File: config.mk
export PLATFORM = sky130hd
export DESIGN_NAME = fft_src_gen_flat
export DESIGN_NICKNAME = d
export VERILOG_FILES = /design/src/rtl/fft_src_gen_pkg.sv /design/src/rtl/fft_src_gen_if.sv /design/src/rtl/fft_src_addr_map.sv /design/src/rtl/fft_src_gen.sv /design/src/flat_wrapper.sv
export SDC_FILE = /design/constraint.sdc
export NUM_CORES = 1
export LEC_CHECK = 0
export ABC_AREA = 1
export ABC_CLOCK_PERIOD_IN_PS = 12600
export CAP_MARGIN = 20
export CORE_UTILIZATION = 43
export CTS_CLUSTER_DIAMETER = 60
export CTS_CLUSTER_SIZE = 16
export DETAILED_ROUTE_END_ITERATION = 10
export PLACE_DENSITY = 0.73
export SLEW_MARGIN = 20
export SYNTH_ARGS = -nofsm -noshare
export SYNTH_HDL_FRONTEND = slang
export SYNTH_SLANG_ARGS = --single-unit
File: constraint.sdc
create_clock -name clk_cg_i -period 12.6 [get_ports clk_cg_i]
set_input_delay 1.89 -clock clk_cg_i [delete_from_list [all_inputs] [get_ports clk_cg_i]]
set_output_delay 1.89 -clock clk_cg_i [all_outputs]
set_load 0.02 [all_outputs]
File: src/rtl/fft_src_gen_pkg.sv
// Shared types and helpers for the FFT frame source and its address map.
package fft_src_pkg;

  localparam int unsigned MODE_W = 2;

  typedef enum logic [MODE_W-1:0] {
    LINEAR = 2'b00,
    BITREV = 2'b01,
    DECIM  = 2'b10,
    RSVD   = 2'b11
  } mode_e;

  typedef enum logic {
    IDLE = 1'b0,
    RUN  = 1'b1
  } state_e;

  function automatic int unsigned clamp_log2n(input int unsigned log2n,
                                              input int unsigned max_n);
    return (log2n > max_n) ? max_n : log2n;
  endfunction

endpackage

File: src/rtl/fft_src_gen_if.sv
// Control and sample-stream bundle between the frame source and its consumer.
interface fft_src_gen_if #(
  parameter int unsigned ADDR_WIDTH = 8,
  parameter int unsigned DATA_WIDTH = 16,
  parameter int unsigned LOG2_W     = $clog2(ADDR_WIDTH + 1)
);
  logic                  enb_cg_i;
  logic                  start_i;
  logic                  stop_i;
  logic                  cont_i;
  logic [1:0]            mode_i;
  logic [LOG2_W-1:0]     log2n_i;
  logic [DATA_WIDTH-1:0] seed_i;
  logic                  rdy_i;
  logic                  vld_o;
  logic [ADDR_WIDTH-1:0] addr_o;
  logic [DATA_WIDTH-1:0] dt_o;
  logic                  sof_o;
  logic                  eof_o;
  logic                  busy_o;
  logic                  done_o;

  // The frame source is the stream master.
  modport master (
    input  enb_cg_i, start_i, stop_i, cont_i, mode_i, log2n_i, seed_i, rdy_i,
    output vld_o, addr_o, dt_o, sof_o, eof_o, busy_o, done_o
  );

  modport slave (
    output enb_cg_i, start_i, stop_i, cont_i, mode_i, log2n_i, seed_i, rdy_i,
    input  vld_o, addr_o, dt_o, sof_o, eof_o, busy_o, done_o
  );
endinterface

File: src/rtl/fft_src_addr_map.sv
// Combinational sample-index to address map: linear, bit-reversed or even/odd decimated.
module fft_src_addr_map
  import fft_src_pkg::*;
#(
  parameter int unsigned ADDR_WIDTH = 8,
  parameter int unsigned LOG2_W     = $clog2(ADDR_WIDTH + 1)
) (
  input  logic [ADDR_WIDTH-1:0] idx_i,
  input  logic [LOG2_W-1:0]     n_i,
  input  mode_e                 mode_i,
  output logic [ADDR_WIDTH-1:0] addr_o
);
  logic [ADDR_WIDTH-1:0] w_ones;
  logic [ADDR_WIDTH-1:0] w_mask;
  logic [ADDR_WIDTH-1:0] w_half;
  logic [ADDR_WIDTH-1:0] w_rev_full;
  logic [ADDR_WIDTH-1:0] w_rev;
  logic [ADDR_WIDTH-1:0] w_dec;
  logic [ADDR_WIDTH-1:0] w_raw;
  logic [LOG2_W-1:0]     w_rsh;

  assign w_ones = '1;
  assign w_mask = ~(w_ones << n_i);
  assign w_half = ADDR_WIDTH'(((ADDR_WIDTH + 1)'(1) << n_i) >> 1);

  // Reverse the full word, then drop the unused low bits to reverse only idx[n-1:0].
  assign w_rev_full = {<<{idx_i}};
  assign w_rsh      = LOG2_W'(ADDR_WIDTH) - n_i;
  assign w_rev      = w_rev_full >> w_rsh;

  assign w_dec = (idx_i < w_half) ? (idx_i << 1)
                                  : (((idx_i - w_half) << 1) | ADDR_WIDTH'(1));

  always_comb begin
    w_raw = idx_i;
    case (mode_i)
      BITREV:  w_raw = w_rev;
      DECIM:   w_raw = w_dec;
      default: w_raw = idx_i;
    endcase
    addr_o = w_raw & w_mask;
  end
endmodule

File: src/rtl/fft_src_gen.sv
// FFT frame source: FSM, index counter, config latch and registered sample stream.
module fft_src_gen
  import fft_src_pkg::*;
#(
  parameter int unsigned ADDR_WIDTH = 8,
  parameter int unsigned DATA_WIDTH = 16,
  parameter int unsigned LOG2_W     = $clog2(ADDR_WIDTH + 1)
) (
  input logic           clk_cg_i,
  input logic           rst_b_i,
  fft_src_gen_if.master bus
);
  state_e                r_state;
  mode_e                 r_mode;
  logic [LOG2_W-1:0]     r_n;
  logic                  r_cont;
  logic                  r_stop_pend;
  logic [DATA_WIDTH-1:0] r_seed;
  logic [ADDR_WIDTH-1:0] r_idx;
  logic                  r_vld;
  logic [ADDR_WIDTH-1:0] r_addr;
  logic [DATA_WIDTH-1:0] r_dt;
  logic                  r_sof;
  logic                  r_eof;
  logic                  r_busy;
  logic                  r_done;

  logic [LOG2_W-1:0]     w_n_in;
  logic [LOG2_W-1:0]     w_map_n;
  mode_e                 w_map_mode;
  logic [ADDR_WIDTH-1:0] w_len_m1;
  logic [ADDR_WIDTH-1:0] w_idx_nxt;
  logic [ADDR_WIDTH-1:0] w_map_idx;
  logic [ADDR_WIDTH-1:0] w_addr_nxt;
  logic                  w_last;
  logic                  w_end;

  assign w_n_in = LOG2_W'(clamp_log2n(32'(bus.log2n_i), ADDR_WIDTH));

  // In IDLE the map sees the incoming config so idx 0 is ready right after the start edge.
  assign w_map_n    = (r_state == IDLE) ? w_n_in : r_n;
  assign w_map_mode = (r_state == IDLE) ? mode_e'(bus.mode_i) : r_mode;
  assign w_len_m1   = ADDR_WIDTH'(((ADDR_WIDTH + 1)'(1) << w_map_n) - 1'b1);
  assign w_last     = (r_idx == w_len_m1);
  assign w_idx_nxt  = w_last ? '0 : r_idx + 1'b1;
  assign w_map_idx  = (r_state == IDLE) ? '0 : w_idx_nxt;
  // A stop arriving on the eof transfer itself still ends the run there.
  assign w_end      = ~r_cont | r_stop_pend | bus.stop_i;

  fft_src_addr_map #(
    .ADDR_WIDTH (ADDR_WIDTH),
    .LOG2_W     (LOG2_W)
  ) u_addr_map (
    .idx_i  (w_map_idx),
    .n_i    (w_map_n),
    .mode_i (w_map_mode),
    .addr_o (w_addr_nxt)
  );

  always_ff @(posedge clk_cg_i) begin
    if (!rst_b_i) begin
      r_state     <= IDLE;
      r_mode      <= LINEAR;
      r_n         <= '0;
      r_cont      <= 1'b0;
      r_stop_pend <= 1'b0;
      r_seed      <= '0;
      r_idx       <= '0;
      r_vld       <= 1'b0;
      r_addr      <= '0;
      r_dt        <= '0;
      r_sof       <= 1'b0;
      r_eof       <= 1'b0;
      r_busy      <= 1'b0;
      r_done      <= 1'b0;
    end else if (bus.enb_cg_i) begin
      r_done <= 1'b0;
      case (r_state)
        IDLE: begin
          if (bus.start_i) begin
            r_state     <= RUN;
            r_mode      <= w_map_mode;
            r_n         <= w_n_in;
            r_cont      <= bus.cont_i;
            r_seed      <= bus.seed_i;
            r_stop_pend <= bus.stop_i;
            r_idx       <= '0;
            r_vld       <= 1'b1;
            r_busy      <= 1'b1;
            r_addr      <= w_addr_nxt;
            r_dt        <= bus.seed_i;
            r_sof       <= 1'b1;
            r_eof       <= (w_len_m1 == '0);
          end
        end
        RUN: begin
          if (bus.stop_i) r_stop_pend <= 1'b1;
          if (r_vld && bus.rdy_i) begin
            if (w_last && w_end) begin
              r_state     <= IDLE;
              r_stop_pend <= 1'b0;
              r_vld       <= 1'b0;
              r_busy      <= 1'b0;
              r_done      <= 1'b1;
              r_sof       <= 1'b0;
              r_eof       <= 1'b0;
            end else begin
              r_idx  <= w_idx_nxt;
              r_addr <= w_addr_nxt;
              r_dt   <= r_seed + DATA_WIDTH'(w_idx_nxt);
              r_sof  <= (w_idx_nxt == '0);
              r_eof  <= (w_idx_nxt == w_len_m1);
            end
          end
        end
        default: r_state <= IDLE;
      endcase
    end
  end

  assign bus.vld_o  = r_vld;
  assign bus.addr_o = r_addr;
  assign bus.dt_o   = r_dt;
  assign bus.sof_o  = r_sof;
  assign bus.eof_o  = r_eof;
  assign bus.busy_o = r_busy;
  assign bus.done_o = r_done;
endmodule

File: src/flat_wrapper.sv
// flat-port wrapper written by rule: the top's interface ports become plain ports
module fft_src_gen_flat import fft_src_pkg::*;
#(
  parameter int unsigned ADDR_WIDTH = 8,
  parameter int unsigned DATA_WIDTH = 16,
  parameter int unsigned LOG2_W     = $clog2(ADDR_WIDTH + 1)
)
  (clk_cg_i, rst_b_i, bus_enb_cg_i, bus_start_i, bus_stop_i, bus_cont_i, bus_mode_i, bus_log2n_i, bus_seed_i, bus_rdy_i, bus_vld_o, bus_addr_o, bus_dt_o, bus_sof_o, bus_eof_o, bus_busy_o, bus_done_o);
  fft_src_gen_if #(.ADDR_WIDTH(ADDR_WIDTH), .DATA_WIDTH(DATA_WIDTH), .LOG2_W(LOG2_W)) bus_i ();
  input logic clk_cg_i;
  input logic rst_b_i;
  input wire logic [$bits(bus_i.enb_cg_i)-1:0] bus_enb_cg_i;
  input wire logic [$bits(bus_i.start_i)-1:0] bus_start_i;
  input wire logic [$bits(bus_i.stop_i)-1:0] bus_stop_i;
  input wire logic [$bits(bus_i.cont_i)-1:0] bus_cont_i;
  input wire logic [$bits(bus_i.mode_i)-1:0] bus_mode_i;
  input wire logic [$bits(bus_i.log2n_i)-1:0] bus_log2n_i;
  input wire logic [$bits(bus_i.seed_i)-1:0] bus_seed_i;
  input wire logic [$bits(bus_i.rdy_i)-1:0] bus_rdy_i;
  output wire logic [$bits(bus_i.vld_o)-1:0] bus_vld_o;
  output wire logic [$bits(bus_i.addr_o)-1:0] bus_addr_o;
  output wire logic [$bits(bus_i.dt_o)-1:0] bus_dt_o;
  output wire logic [$bits(bus_i.sof_o)-1:0] bus_sof_o;
  output wire logic [$bits(bus_i.eof_o)-1:0] bus_eof_o;
  output wire logic [$bits(bus_i.busy_o)-1:0] bus_busy_o;
  output wire logic [$bits(bus_i.done_o)-1:0] bus_done_o;
  assign bus_i.enb_cg_i = bus_enb_cg_i;
  assign bus_i.start_i = bus_start_i;
  assign bus_i.stop_i = bus_stop_i;
  assign bus_i.cont_i = bus_cont_i;
  assign bus_i.mode_i = bus_mode_i;
  assign bus_i.log2n_i = bus_log2n_i;
  assign bus_i.seed_i = bus_seed_i;
  assign bus_i.rdy_i = bus_rdy_i;
  assign bus_vld_o = bus_i.vld_o;
  assign bus_addr_o = bus_i.addr_o;
  assign bus_dt_o = bus_i.dt_o;
  assign bus_sof_o = bus_i.sof_o;
  assign bus_eof_o = bus_i.eof_o;
  assign bus_busy_o = bus_i.busy_o;
  assign bus_done_o = bus_i.done_o;
  fft_src_gen #(.ADDR_WIDTH(ADDR_WIDTH), .DATA_WIDTH(DATA_WIDTH), .LOG2_W(LOG2_W)) u_core (.clk_cg_i(clk_cg_i), .rst_b_i(rst_b_i), .bus(bus_i));
endmodule
==> impl_metrics.ini <==
[clocking]
hold_buffers = 0
ctsHtreeMaxLevel = 3
cts_root_buf = clkbuf_8
clkTransAtPathRegs_ps = 80
postCtsSetupRepairBufs = 0
clk_latency_ps = 350
cts_buffers = 9
clock_path_buffers = 2
clock-sinks = 61
post_cts_resized = 0
cts_tree = yes

[worst_setup_path]
crit_family = simple AND/OR/NAND/NOR gates
cp-end-kind = flip-flop
critical_path_class = in -> reg
slowest_stage = o21ai_1
crit_top_cell = nand2_1
arrival_ps = 8090
slowest_delay_ps = 610
critPathBufInv = 8
required_ps = 12820
cp-start-kind = input pin
crit_fanout = 15

[cells_and_area]
drive_above_1_share_pct = 8.90
num-fill-cells = 1047
area_growth_pct = 17.2
num_antenna_cells = 0
num-nets-final = 818

[outcome]
status = finished, final reports clean

[global_routing]
grt_pass1_vias = 4704
grt_usage_pct = 24.8
grt_pass1_wl_um = 22300
antenna_found_initial = 0
grt_max_degree = 44
grt-ovfl-total = 0

[floorplan]
boundaryPins = 58
start_util_pct = 44.6
die_y_um = 106
row_count = 37
die_x_um = 106
core_area_um2 = 10400
die_area_um2 = 11200

[detailed_routing]
post_drt_wl_per_cell_um = 14.8
drt_first_pass_iters = 5
via_count = 4887
wl_met2_um = 6190
drt_iter0_markers = 267
wirelength_met1_um = 6000
routed_wirelength_um = 13300
ant_nets = 0
highest_layer = met4
wl_met3_um = 860
viasPerCell = 5.43
drcViolationCount = 0

[power]
power_switching_mw = 0.217
power.share.sequential_pct = 38.1
powerDensity_nw_per_um2 = 104
switching_share_pct = 38.4
clockPowerShare_pct = 28.2
intPower_mw = 0.349
p_leak_nw = 2.44
combPwrFrac_pct = 33.7
ir_worst_vdd_v = 0.0000667
finalPower_mw = 0.566

[logic_synthesis]
synth_warnings = 0
synthXorXnorAreaFrac_pct = 2.07
synth_top_family_by_area = simple AND/OR/NAND/NOR gates
synth_cell_types = 45
synth_area_um2 = 4650
synth.area.mux_share_pct = 0.215
ys_seq_area_share_pct = 26.3
avgSynthCellArea_um2 = 6.50
yosys.area_share.adder_pct = 8.40
synth_seq_cells = 61
synth_compound_area_share_pct = 21.0
synth-simple-area-share_pct = 31.7
syn-num-nets = 774
netlist_instances = 715

[timing]
hold_ws_ps = 456
min_period_ps = 7870
fmaxAchievable_ghz = 0.127
slew_violations = 0
fin_worst_skew_ps = 19.7
rsz0062_at_grt = no
fin_crit_sh_pct = 62.5
tightest_slew_ps = 975
hold_viol = 0
fin_tns_setup_ps = 0
slew_headroom_pct = 34.6
setup_viol = 0

[flow_run]
maxCapViolations = 0

[place]
dp.final_hpwl_um = 9880
portBuffers = 57
routabilityCongestion = 0.942

[min_path]
worstHoldPathType = reg -> reg
-- tightest hold or removal path, cell delays in order (launching register included) --
cell	delay (ps)
dfxtp_1	300
inv_1	60
a21oi_1	60
-- state kept, by name, indices dropped and copies added (netlist names) --
name / count
u_core.bus.sof_o: 1
u_core.r_state: 1
u_core.bus.busy_o: 1
u_core.r_mode: 2
u_core.bus.eof_o: 1
u_core.r_seed: 16
u_core.bus.dt_o: 16
u_core.bus.done_o: 1
u_core.r_stop_pend: 1
u_core.r_idx: 8
u_core.r_cont: 1
u_core.r_n: 4
u_core.bus.addr_o: 8
-- kinds of logic (layout without fill, tap and decap cells) --
kind of cell               count (synthesis)  after routing
buffers and inverters                    118            167
adders and majority gates                 30             30
xor gates and xnor gates                  11             11
AOI/OAI and AO/OA                        178            178
DFF                                       61             61
and+or+nand+nor                          316            316
muxes                                      1              1
-- through the flow --
stage               instance area (um2)  setup WS (ps)  instances  utilization (%)
global placement                   5270           4680        884             50.6
detailed placement                 5270           4430        884             50.6
CTS                                5450           4750        900             52.3
finish                             5450           4730        900             52.3
global route                       5450           3980        900             52.3
floorplan                          4650           5850        715                -
-- Yosys cell counts, drive strengths merged --
| cell | number | area, um2 |
|---|---|---|
| buf | 11 | 81.3 |
| nand3 | 56 | 328 |
| o22ai | 2 | 12.5 |
| o21ai | 74 | 370 |
| inv | 88 | 330 |
| a211oi | 7 | 52.6 |
| o211ai | 4 | 30.0 |
| nor4 | 1 | 6.26 |
| o2111ai | 1 | 8.76 |
| ha | 28 | 350 |
| xnor2 | 3 | 26.3 |
| nor3 | 4 | 20.0 |
| mux2i | 1 | 10.0 |
| a221oi | 2 | 17.5 |
| a31oi | 9 | 56.3 |
| and2 | 1 | 8.76 |
| nand2 | 160 | 648 |
| a21oi | 72 | 368 |
| or2 | 5 | 31.3 |
| clkbuf | 17 | 63.8 |
| nand3b | 4 | 30.0 |
| xor2 | 8 | 70.1 |
| o31ai | 1 | 7.51 |
| a22o | 1 | 8.76 |
| o41ai | 1 | 8.76 |
| dfxtp | 61 | 1220 |
| nor2 | 73 | 324 |
| clkinv | 2 | 7.51 |
| nand4 | 12 | 75.1 |
| a2111oi | 1 | 8.76 |
| o21bai | 2 | 15.0 |
| fa | 2 | 40.0 |
| o211a | 1 | 10.0 |
-- power by group through the flow --
stage	sequential, mW	combinational, mW	clock (mW)
global placement	0.220	0.185	0
detailed placement	0.220	0.188	0
CTS	0.216	0.189	0.162
finish	0.216	0.191	0.160
global route	0.217	0.213	0.171
floorplan	0.226	0.126	0
-- area by class of cell --
class,instances,area (um2),share of cell area (%)
Timing Repair Buffer,61,601,11.0
Tap cell,136,170,3.12
Inverter,90,338,6.20
Clock buffer,9,124,2.27
Sequential cell,61,1220,22.4
Clock inverter,7,48.8,0.896
Multi-Input combinational cell,536,2940,54.0
-- cells in the final DEF, fill, tap and decap left out, types with 12 or more instances in the layout --
cell             instances
nand3_1                 48
a21oi_1                 70
o21ai_0                 64
nand2_1                149
nor2_1                  59
dfxtp_1                 61
inv_1                   80
ha_1                    28
clkdlybuf4s50_1         57
nand4_1                 12
-- path summary, 6_finish.rpt --
kind,from,end,slack (ps),cells past startpoint
hold / removal,u_core.r_n[1],u_core.r_n[1],460,2
setup / recovery,bus_log2n_i[3],u_core.bus.dt_o[15],4730,39
setup reg to reg,u_core.r_state,u_core.bus.dt_o[15],6320,37
hold reg to reg,u_core.r_n[1],u_core.r_n[1],460,2
-- metal layers --
| layer | global-route usage (%) | up-vias |
|---|---|---|
| met1 | 32.5 | 2218 |
| met4 | 7.34 | 0 |
| li1 | - | 2469 |
| met3 | 4.35 | 27 |
| met5 | 0 | - |
| met2 | 41.5 | 173 |
(Power assumes the default switching activity.)
